==> src/rtl/keypad_scanner.sv <==
// ---------------------------------------------------------------------------
// keypad_scanner
// Scans a 4x4 active-low matrix keypad one column at a time. Debounces both
// the press and the release, and emits exactly one key event per press. Keeps
// a 3-digit entry register in the 5-bit display code, so u/d/c can feed the
// 7-segment display driver directly.
//
// Ports
//   clk        in   system clock, all logic on posedge
//   rst_n      in   synchronous active-low reset
//   rows[3:0]  in   keypad rows, pulled up, active-low, asynchronous
//   cols[3:0]  out  column drive, active-low, exactly one bit low
//   key_code   out  code of the last accepted key (held until the next event)
//   key_valid  out  one-cycle pulse per accepted press
//   enter      out  one-cycle pulse with key_valid when the key is '#'
//   u, d, c    out  units / tens / hundreds digit (0-9 or BLANK)
//
// state   | meaning
// SCAN    | stepping columns, waiting for any row low
// DBNC    | column held, counting stable-low samples of the latched row
// PRESSED | single cycle: emit event, update digits
// REL     | column held, counting stable-high samples of the latched row
// ---------------------------------------------------------------------------
module keypad_scanner #(
    parameter int         SCAN_DIV = 1000,
    parameter int         DEBOUNCE = 8,
    parameter logic [4:0] BLANK    = 5'd17
) (
    input  logic       clk,
    input  logic       rst_n,
    input  logic [3:0] rows,
    output logic [3:0] cols,
    output logic [3:0] key_code,
    output logic       key_valid,
    output logic       enter,
    output logic [4:0] u,
    output logic [4:0] d,
    output logic [4:0] c
);

    localparam logic [1:0] SCAN    = 2'd0;
    localparam logic [1:0] DBNC    = 2'd1;
    localparam logic [1:0] PRESSED = 2'd2;
    localparam logic [1:0] REL     = 2'd3;

    localparam int DIV_W = (SCAN_DIV > 2) ? $clog2(SCAN_DIV) : 1;
    localparam int DEB_W = $clog2(DEBOUNCE + 1);

    localparam logic [DIV_W-1:0] DIV_LAST = DIV_W'(SCAN_DIV - 1);
    // deb is compared before its increment, so DEBOUNCE-2 here means the
    // counter reaches DEBOUNCE-1 on this tick.
    localparam logic [DEB_W-1:0] DEB_LAST = DEB_W'(DEBOUNCE - 2);

    logic [1:0]       state;
    logic [1:0]       col_idx;
    logic [1:0]       row;
    logic [DIV_W-1:0] div;
    logic [DEB_W-1:0] deb;
    logic [3:0]       rows_m;
    logic [3:0]       rows_s;
    logic             tick;
    logic [1:0]       low_row;
    logic [3:0]       cur_code;

    assign tick = (div == DIV_LAST);
    assign cols = ~(4'b0001 << col_idx);

    // Lowest-index low row wins when several keys in a column are down.
    always_comb begin
        low_row = 2'd3;
        if (!rows_s[2]) low_row = 2'd2;
        if (!rows_s[1]) low_row = 2'd1;
        if (!rows_s[0]) low_row = 2'd0;
    end

    always_comb begin
        cur_code = 4'd0;
        case ({row, col_idx})
            4'b00_00: cur_code = 4'd1;
            4'b00_01: cur_code = 4'd2;
            4'b00_10: cur_code = 4'd3;
            4'b00_11: cur_code = 4'd10;
            4'b01_00: cur_code = 4'd4;
            4'b01_01: cur_code = 4'd5;
            4'b01_10: cur_code = 4'd6;
            4'b01_11: cur_code = 4'd11;
            4'b10_00: cur_code = 4'd7;
            4'b10_01: cur_code = 4'd8;
            4'b10_10: cur_code = 4'd9;
            4'b10_11: cur_code = 4'd12;
            4'b11_00: cur_code = 4'd14;
            4'b11_01: cur_code = 4'd0;
            4'b11_10: cur_code = 4'd15;
            4'b11_11: cur_code = 4'd13;
            default:  cur_code = 4'd0;
        endcase
    end

    always_ff @(posedge clk) begin
        if (!rst_n) begin
            state     <= SCAN;
            col_idx   <= 2'd0;
            row       <= 2'd0;
            div       <= '0;
            deb       <= '0;
            rows_m    <= 4'hF;
            rows_s    <= 4'hF;
            key_code  <= 4'd0;
            key_valid <= 1'b0;
            enter     <= 1'b0;
            u         <= BLANK;
            d         <= BLANK;
            c         <= BLANK;
        end else begin
            rows_m    <= rows;
            rows_s    <= rows_m;
            key_valid <= 1'b0;
            enter     <= 1'b0;
            div       <= tick ? '0 : div + 1'b1;

            case (state)
                SCAN: begin
                    if (tick) begin
                        if (rows_s != 4'hF) begin
                            row   <= low_row;
                            deb   <= '0;
                            state <= DBNC;
                        end else begin
                            col_idx <= col_idx + 2'd1;
                            div     <= '0;
                        end
                    end
                end
                DBNC: begin
                    if (tick) begin
                        if (!rows_s[row]) begin
                            deb <= deb + 1'b1;
                            if (deb == DEB_LAST) state <= PRESSED;
                        end else begin
                            // Glitch: drop it and move on without an event.
                            col_idx <= col_idx + 2'd1;
                            div     <= '0;
                            state   <= SCAN;
                        end
                    end
                end
                PRESSED: begin
                    key_valid <= 1'b1;
                    key_code  <= cur_code;
                    if (cur_code <= 4'd9) begin
                        c <= d;
                        d <= u;
                        u <= {1'b0, cur_code};
                    end else if (cur_code == 4'd14) begin
                        u <= BLANK;
                        d <= BLANK;
                        c <= BLANK;
                    end else if (cur_code == 4'd15) begin
                        enter <= 1'b1;
                    end
                    deb   <= '0;
                    state <= REL;
                end
                REL: begin
                    // Column stays held, so other keys are invisible here.
                    if (tick) begin
                        if (rows_s[row]) begin
                            deb <= deb + 1'b1;
                            if (deb == DEB_LAST) begin
                                col_idx <= col_idx + 2'd1;
                                div     <= '0;
                                deb     <= '0;
                                state   <= SCAN;
                            end
                        end else begin
                            deb <= '0;
                        end
                    end
                end
                default: state <= SCAN;
            endcase
        end
    end

endmodule

==> config.mk <==
export PLATFORM = sky130hd
export DESIGN_NAME = keypad_scanner
export DESIGN_NICKNAME = d
export VERILOG_FILES = /design/src/rtl/keypad_scanner.sv
export SDC_FILE = /design/constraint.sdc
export NUM_CORES = 1
export LEC_CHECK = 0
export CAP_MARGIN = 20
export CELL_PAD_IN_SITES_DETAIL_PLACEMENT = 1
export CELL_PAD_IN_SITES_GLOBAL_PLACEMENT = 1
export CORE_AREA = 2 2 84 86
export CTS_CLUSTER_SIZE = 30
export DETAILED_ROUTE_END_ITERATION = 16
export DIE_AREA = 0 0 86 88
export PLACE_DENSITY_LB_ADDON = 0.25
export REMOVE_ABC_BUFFERS = 1
export SLEW_MARGIN = 15
export SYNTH_ARGS = -nofsm -noshare
export SYNTH_HDL_FRONTEND = slang
export SYNTH_SLANG_ARGS = --single-unit
export TNS_END_PERCENT = 10
==> constraint.sdc <==
create_clock -name clk -period 4.3 [get_ports clk]
set_input_delay 0.43 -clock clk [delete_from_list [all_inputs] [get_ports clk]]
set_output_delay 0.43 -clock clk [all_outputs]
set_load 0.03 [all_outputs]
# After elaboration in Yosys (flattened, before gate mapping)
# Memories as Yosys holds them, arrays and structs flattened.
# Index checks and enable logic that the tools add are counted.
[totals] romBits=64 ram_bits=0 latchBits=0 word_cells=95 in_bits=6 regBits=49 n_memories=1 output_inout_bits=25
[mem_list] name="(name not given)" words=16 width=4 rd=1 rd_ports_with_merged_regs=0 wr=0 line="78" source="case ({row, col_idx})"
[classes] div_mod_pow=0 n_bitwise=3 n_lt_le_gt_ge=2 reduce_logical=9 addsub=3 multipliers=0 n_mux=45 n_shift=1 eq_ne=18
[op_table] op="two-way mux 10 bit" n=8
[op_table] op="two-way mux 2 bit" n=17
[op_table] op="one-hot mux 10 bit (3 select lines)" n=1
[op_table] op="two-way mux 4 bit" n=7
[op_table] op="two-way mux 5 bit" n=4
[op_table] op="!= test 2 bit (second input constant)" n=9
[op_table] op="one-hot mux 4 bit (4 select lines)" n=1
[op_table] op="adder 10 x 1 -> 10 bit (second input constant)" n=1
[op_table] op="equality test 10 bit (second input constant)" n=1
[op_table] op="equality test 4 bit (second input constant)" n=2
[op_table] op="one-hot mux 2 bit (4 select lines)" n=1
[op_table] op="AND reduction 8 bit" n=1
[op_table] op="AND reduction 7 bit" n=1
[op_table] op="one-hot mux 2 bit (3 select lines)" n=1
[op_table] op="AND reduction 5 bit" n=1
[op_table] op="adder 4 x 1 -> 4 bit (second input constant)" n=1
[op_table] op="equality test 2 bit (second input constant)" n=2
[op_table] op="equality test 4 x 3 -> 1 bit (second input constant)" n=1
[op_table] op="less-or-equal comparator 4 bit (second input constant)" n=1
[op_table] op="two-way mux 1 bit" n=4
[op_table] op="!= test 4 bit (second input constant)" n=1
[op_table] op="inverter 4 bit" n=1
[op_table] op="OR reduction 4 bit" n=1
[op_table] op="left shift 1 x 2 -> 4 bit (first input constant)" n=1
[op_table] op="other kinds (11)" n=12

# Longest topological paths before layout
# Gate-level depths: netlist (run 1).
[logic_depth] word_depth=6 depth_mapped=8 depth_no_buf=7

# Worst setup path before layout (run 1)
# No wires, ideal clock.
[synth_timing] kind="flip-flop to flip-flop" start="register col_idx[0]" end="register c[1]" stages_incl_launch_ff=8 setup_ps=117 required_time_ps=4183 t_arrival_ps=2025 n_path_buf=0 setup_slack_ps=2158 synth_period_minus_slack_ps=2142 path_cell_list="dfxtp_1 inv_1 ha_1 inv_1 mux4_2 nor3_1 o21ai_2 a32o_1"
[synth_via] elab_chain_len=4 word_cells_on_any_way=6 classes_between="order compare: 1; eq/ne: 1; mux: 1; reduce/logical: 2; memory: 1"
[synth_lines] item="from (decl)" line="55" source="logic [1:0] col_idx;"
[synth_lines] item="from (signal assigned)" line="129" source="col_idx <= col_idx + 2'd1;"
[synth_lines] item="from (signal assigned)" line="141" source="col_idx <= col_idx + 2'd1;"
[synth_lines] item="from (signal assigned)" line="170" source="col_idx <= col_idx + 2'd1;"
[synth_lines] item="memory (16 x 4 bit) *"
[synth_lines] item="less-or-equal comparator 4 bit or equality test 4 bit (tied branches)" line="150, 154"
[synth_lines] item="nonzero test 2 bit (no source line)"
[synth_lines] item="AND reduction 2 bit (no source line)"
[synth_lines] item="to (signal assigned)" line="113" source="c <= BLANK;"
[synth_lines] item="to (signal assigned)" line="151" source="c <= d;"
[synth_lines] item="to (signal assigned)" line="157" source="c <= BLANK;"
[synth_lines] item="to (decl)" line="38" source="output logic [4:0] c"
# Every way passes the cells marked *; elsewhere a longest branch is shown, timed or not.
# A chain may end at the register's enable or synchronous reset.

# Final worst setup path (run 1)
[layout_timing] start="register col_idx[0]" end="register c[4]"
# The elaborated chain is that of the path after synthesis.

==> metrics.yaml, run 1 <==
synthArstFlopShare_pct: 0
holdPathStages: 1
grt_pass1_wl_um: 8690
wl_per_cell_um: 14.6
antenna_found_initial: 0
cap_violations: 0
crit_fanout: 9
r2r_cells: 6
ctsRootBufferMaster: "clkbuf_8"
post-cts-setup-buffers: 0
ys_seq_area_share_pct: 41.8
maxSlewViolCount: 0
start_kind: "flip-flop"
intPower_uw: 662
p_seq_share_pct: 55.2
first_pass_iters: 4
holdBufCountCts: 0
place.port_buffers: 30
worstPathArrival_ns: 2.65
h-tree-depth: 2
synth_edf_count: 0
num_vias: 1810
path_class: "flip-flop to flip-flop"
syn_avg_cell_area_um2: 9.82
finalClockSkew_ns: 0.0153
gp_congestion: 0.762
p_comb_share_pct: 3.4
final_util_pct: 42.1
p_clk_share_pct: 41.4
leakagePower_uw: 0.00102
clk_pin_slew_ns: 0.09
end_kind: "flip-flop"
cts_tree: "done"
wl_um: 5080
period_share_pct: 56.2
p_sw_uw: 177
io_pins: 31
syn2layout_area_growth_pct: 19.2
drc: 0
finalHoldViolCount: 0
grt_setup_unrepaired: "false"
start_util_pct: 35.3
synth_top_area_cell: "dfxtp_1"
die_area_um2: 7570
fmax_mhz: 414
cts_sinks: 49
required_ns: 4.54
setup_tns_ns: 0
netlist_area_um2: 2350
clockBufferDepth: 2
synthTopCellsByCount: "dfxtp_1, nor2_1, mux2i_1, ha_1, inv_1"
ys_types: 51
numCtsBuffers: 5
final_nets: 287
drt_iter0_drc: 61
via_per_inst: 5.20
cts_resized: 0
p_sw_share_pct: 21.1
setup_violations: 0
die_y_um: 88
fin_crit_ns: 2.42
die_w_um: 86
placedCellCount: 340
syn_inst: 239
core_area_um2: 6640
ys_ff_latch: 49
final_cells: 348
max-vdd-ir-drop_mv: 0.148
min_path_type: "flip-flop to flip-flop"
grt_max_degree: 31
synth.area.top_cells: "dfxtp_1, ha_1, mux2i_1"
grt_pass1_vias: 1857
row_count: 30
drive_gt1_share_pct: 6.72
overflow: 0
groute.usage.overall_pct: 14.3
synth_top_cell_area_share_pct: 41.8
power.density_nw_per_um2: 300
hpwl_um: 3680
synth_warnings: 0
tightest_slew_ns: 0.605
drtAntennaViolNets: 0
clk_latency_ns: 0.31
slew_headroom_pct: 58.5
synth_ff_type: "dfxtp_1"
antenna_cells: 0
status: "completed"
synth_most_common_cell: "dfxtp_1"
logic make-up (layout without fill, tap and decap cells):
logic type,after synthesis,in the layout,synth area share (%)
AO/OA/AOI/OAI,41,41,13.9
XOR/XNOR,6,6,2.24
adder cells (fa/ha/maj),15,15,7.89
buffers and inverters,25,54,5.49
flip-flops,49,49,41.8
multiplexers,19,19,9.17
AND/OR/NAND/NOR,84,84,19.5
critical path, cell delays in order (launching register included):
cell and delay (ns):
dfxtp_1 0.50, inv_1 0.16, ha_1 0.24, mux4_2 0.55, a21o_1 0.25, o21ai_2 0.42, mux2i_1 0.23
placed cells by master (no fill, tap or decap), types with 2 or more instances in the layout:
| cell | count |
|---|---|
| dfxtp_1 | 49 |
| and3_1 | 2 |
| a21oi_1 | 8 |
| nand2_1 | 11 |
| clkdlybuf4s50_1 | 30 |
| a32o_1 | 7 |
| clkbuf_8 | 6 |
| o32ai_1 | 2 |
| nor2_1 | 26 |
| nand4_1 | 3 |
| mux2i_1 | 17 |
| mux4_2 | 2 |
| nand3_1 | 10 |
| inv_1 | 14 |
| and4_1 | 4 |
| or3_1 | 2 |
| nand2b_1 | 12 |
| a21boi_0 | 2 |
| o21ai_0 | 7 |
| nor4_1 | 2 |
| xor2_1 | 5 |
| nor3_1 | 2 |
| o21a_1 | 3 |
| ha_1 | 14 |
path summary, 6_finish.rpt:
path	start	to	slack, ns
setup / recovery	col_idx[0]$_SDFFE_PN0P_	c[4]$_SDFFE_PN1P_	1.88
hold / removal	rows_m[0]$_SDFF_PN1_	rows_s[0]$_SDFF_PN1_	0.41
setup reg to reg	col_idx[0]$_SDFFE_PN0P_	c[4]$_SDFFE_PN1P_	1.88
hold reg to reg	rows_m[0]$_SDFF_PN1_	rows_s[0]$_SDFF_PN1_	0.41
per-stage QoR:
stage / total power (µW) / hold slack (ns) / setup slack, ns / instance area [µm²]
6_report: 839 / 0.414 / 1.88 / 2800
4_1_cts: 846 / 0.416 / 1.87 / 2800
5_1_grt: 876 / 0.434 / 1.69 / 2800
3_5_place_dp: 503 / 0.396 / 1.75 / 2680
3_3_place_gp: 502 / 0.391 / 1.79 / 2680
2_1_floorplan: 488 / 0.386 / 2.16 / 2270
power groups by stage:
stage	combinational [µW]	clock, µW	sequential, µW
after floorplan	15.7	0	473
after global placement	28.7	0	473
after detailed placement	29.3	0	474
after CTS	29.6	353	463
after global routing	32.3	380	464
final	28.9	347	463
layout make-up:
cell class                 instances  area, µm²
clock inverter                     1       30.0
clock buffer                       7       86.3
sequential                        49        981
timing repair buffer              31        308
tap                               80        100
fill                             745       3840
multi-input combinational        165       1240
inverter                          15       56.3
state kept, by name (all words and copies together) (netlist names), named ones only:
name / flops
key_valid: 1
c: 5
rows_s: 4
rows_m: 4
col_idx: 2
row: 2
key_code: 4
enter: 1
state: 1
d: 5
u: 5
div: 10
deb: 4
metal layers:
| layer | wire length [µm] | vias to the layer above | track usage, % |
|---|---|---|---|
| met4 | 80 | 0 | 5.19 |
| met5 | 0 | - | 0 |
| li1 | - | 898 | - |
| met2 | 2390 | 25 | 23.7 |
| met3 | 144 | 7 | 3.30 |
| met1 | 2460 | 880 | 18.3 |
No activity file was read; power rests on OpenSTA's default activity.
==> run 2, diff against run 1 <==
clock period = 2 ns   (was 4.3 ns; I/O delays follow)
==> run 2 against run 1 <==
Against the previous run: critical path type unchanged; largest cell class unchanged; first-iteration DRC count down 39%; via count up 4.5%; wire length up 6.3%; clock skew shrank 0.0067 ns; hold slack is essentially flat; clock power rose by 80%; count of clock-buffer cells in the layout down 2; fmax is 22% higher; sequential share of layout area shrank 3.4 points; critical endpoint is now d[0]$_SDFFE_PN1P_; worst setup slack got worse by 1.9 ns.
==> metrics.yaml, run 2 (synthesized netlist as in run 1, its figures left out) <==
status: "completed"
cts_tree: "done"
fmax_mhz: 506
setup_ws_ns: 0.0247
path_class: "flip-flop to flip-flop"
maxSlewViolCount: 0
post-place-ws_ns: -0.129
layout_common_cells: "dfxtp_1, clkdlybuf4s50_1, buf_4, nor2_1, mux2i_1"
largest_reg_flops: 10
max-vdd-ir-drop_mv: 0.271
clk_latency_ns: 0.31
drive_gt1_share_pct: 23.3
grt_pass1_vias: 2018
finalClockSkew_ns: 0.00859
io_pins: 31
wl_um: 5400
overflow: 0
antenna_found_initial: 0
cap_violations: 0
hpwl_um: 4030
core_area_um2: 6640
via_per_inst: 5.03
die_area_um2: 7570
fin_crit_ns: 1.98
die_w_um: 86
ctsRootBufferMaster: "clkbuf_8"
tightest_slew_ns: 0.438
die_y_um: 88
clockBufferDepth: 2
drtAntennaViolNets: 0
worstPathArrival_ns: 2.22
leakagePower_uw: 0.00117
grt_pass1_wl_um: 9360
rr_endpoint: "d[0]$_SDFFE_PN1P_"
r2r-start: "col_idx[1]$_SDFFE_PN0P_"
first_pass_iters: 4
grt_setup_unrepaired: "true"
syn2layout_area_growth_pct: 32.8
post-cts-setup-buffers: 0
numCtsBuffers: 5
start_util_pct: 35.3
end_kind: "flip-flop"
clk_pin_slew_ns: 0.10
hold_ws_ns: 0.414
power.density_nw_per_um2: 547
grt_max_degree: 19
crit_fanout: 6
cts_sinks: 49
rrSetupSlack_ns: 0.02
holdPathStages: 1
wl_per_cell_um: 14.4
row_count: 30
num_vias: 1892
required_ns: 2.25
hold_path_end: "rows_s[0]$_SDFF_PN1_"
final_common_cell: "dfxtp_1"
period_share_pct: 98.8
r2r_cells: 7
gp_congestion: 0.755
drc: 0
finalHoldViolCount: 0
hold_start: "rows_m[0]$_SDFF_PN1_"
holdBufCountCts: 0
antenna_cells: 0
min_path_type: "flip-flop to flip-flop"
final_nets: 315
place.port_buffers: 30
setup_violations: 0
h-tree-depth: 2
slew_headroom_pct: 70.4
drt_iter0_drc: 37
start_kind: "flip-flop"
groute.usage.overall_pct: 15.4
top_register: "div"
run 2: cell count changes in the layout (fill, tap and decap cells not counted), moves of 3 or more:
cell,change
ha_1,-3
dfxtp_2,+5
nor2_1,-4
dfxtp_1,-5
nor2_2,+4
buf_4,+25
inv_1,-3
run 2: worst max-delay path by stage:
stage	start	endpoint	slack [ns]	cells past startpoint
global placement	div[0]$_SDFF_PN0_	col_idx[1]$_SDFFE_PN0P_	0.006	6
CTS	col_idx[1]$_SDFFE_PN0P_	d[0]$_SDFFE_PN1P_	-0.02	7
floorplan	col_idx[0]$_SDFFE_PN0P_	d[1]$_SDFFE_PN0P_	-0.14	7
detailed placement	col_idx[1]$_SDFFE_PN0P_	c[4]$_SDFFE_PN1P_	-0.13	8
global route	col_idx[0]$_SDFFE_PN0P_	u[0]$_SDFFE_PN1P_	-0.05	7
finish	col_idx[1]$_SDFFE_PN0P_	d[0]$_SDFFE_PN1P_	0.02	7
run 2: layout make-up:
| class | instances | area [µm²] |
|---|---|---|
| inverter | 15 | 61.3 |
| timing repair buffer | 59 | 543 |
| tap | 80 | 100 |
| fill | 743 | 3530 |
| clock inverter | 3 | 26.3 |
| multi-input combinational | 165 | 1330 |
| clock buffer | 5 | 68.8 |
| sequential | 49 | 987 |
run 2: where the power goes:
part | internal [µW] | switching (µW)
clock network | 255 | 371
logic | 43.4 | 39.5
registers | 988 | 8.66
total | 1290 | 419
run 2: worst max-delay path, stage by stage, from the launching register on:
cell and delay, ns:
dfxtp_2 0.36, inv_4 0.05, ha_2 0.16, mux4_2 0.52, nor3_2 0.31, o21a_1 0.20, buf_12 0.13, mux2i_1 0.17
run 2: timing repair:
| item | CTS | global route |
|---|---|---|
| resized for setup | 16 | 20 |
| pin swaps | 2 | 3 |
| endpoints found under the setup margin | 20 | 31 |
run 2: through the flow:
step	instance area, µm²	power [µW]	util [%]	std cells	TNS, ns
4_1_cts	3050	1730	45.9	376	-0.0366
3_3_place_gp	2910	1090	43.7	368	0
2_1_floorplan	2270	1050	-	229	-1.98
5_1_grt	3120	1780	46.9	376	-0.462
6_report	3120	1710	46.9	376	0
3_5_place_dp	2910	1100	43.7	368	-1.53
run 2: routing by layer:
layer / vias to the layer above / GRT usage, % / part of all wire, %
li1: 955 / - / -
met1: 908 / 19.6 / 48
met2: 22 / 26.1 / 49
met3: 7 / 3.20 / 2.4
met4: 0 / 5.48 / 1.3
met5: - / 0 / 0
==> run 3, diff against run 2 <==
ABC_AREA = 0   (was not set)
==> results of run 3 <==
No change in the layout: final DEF, timing and power equal those of run 2.
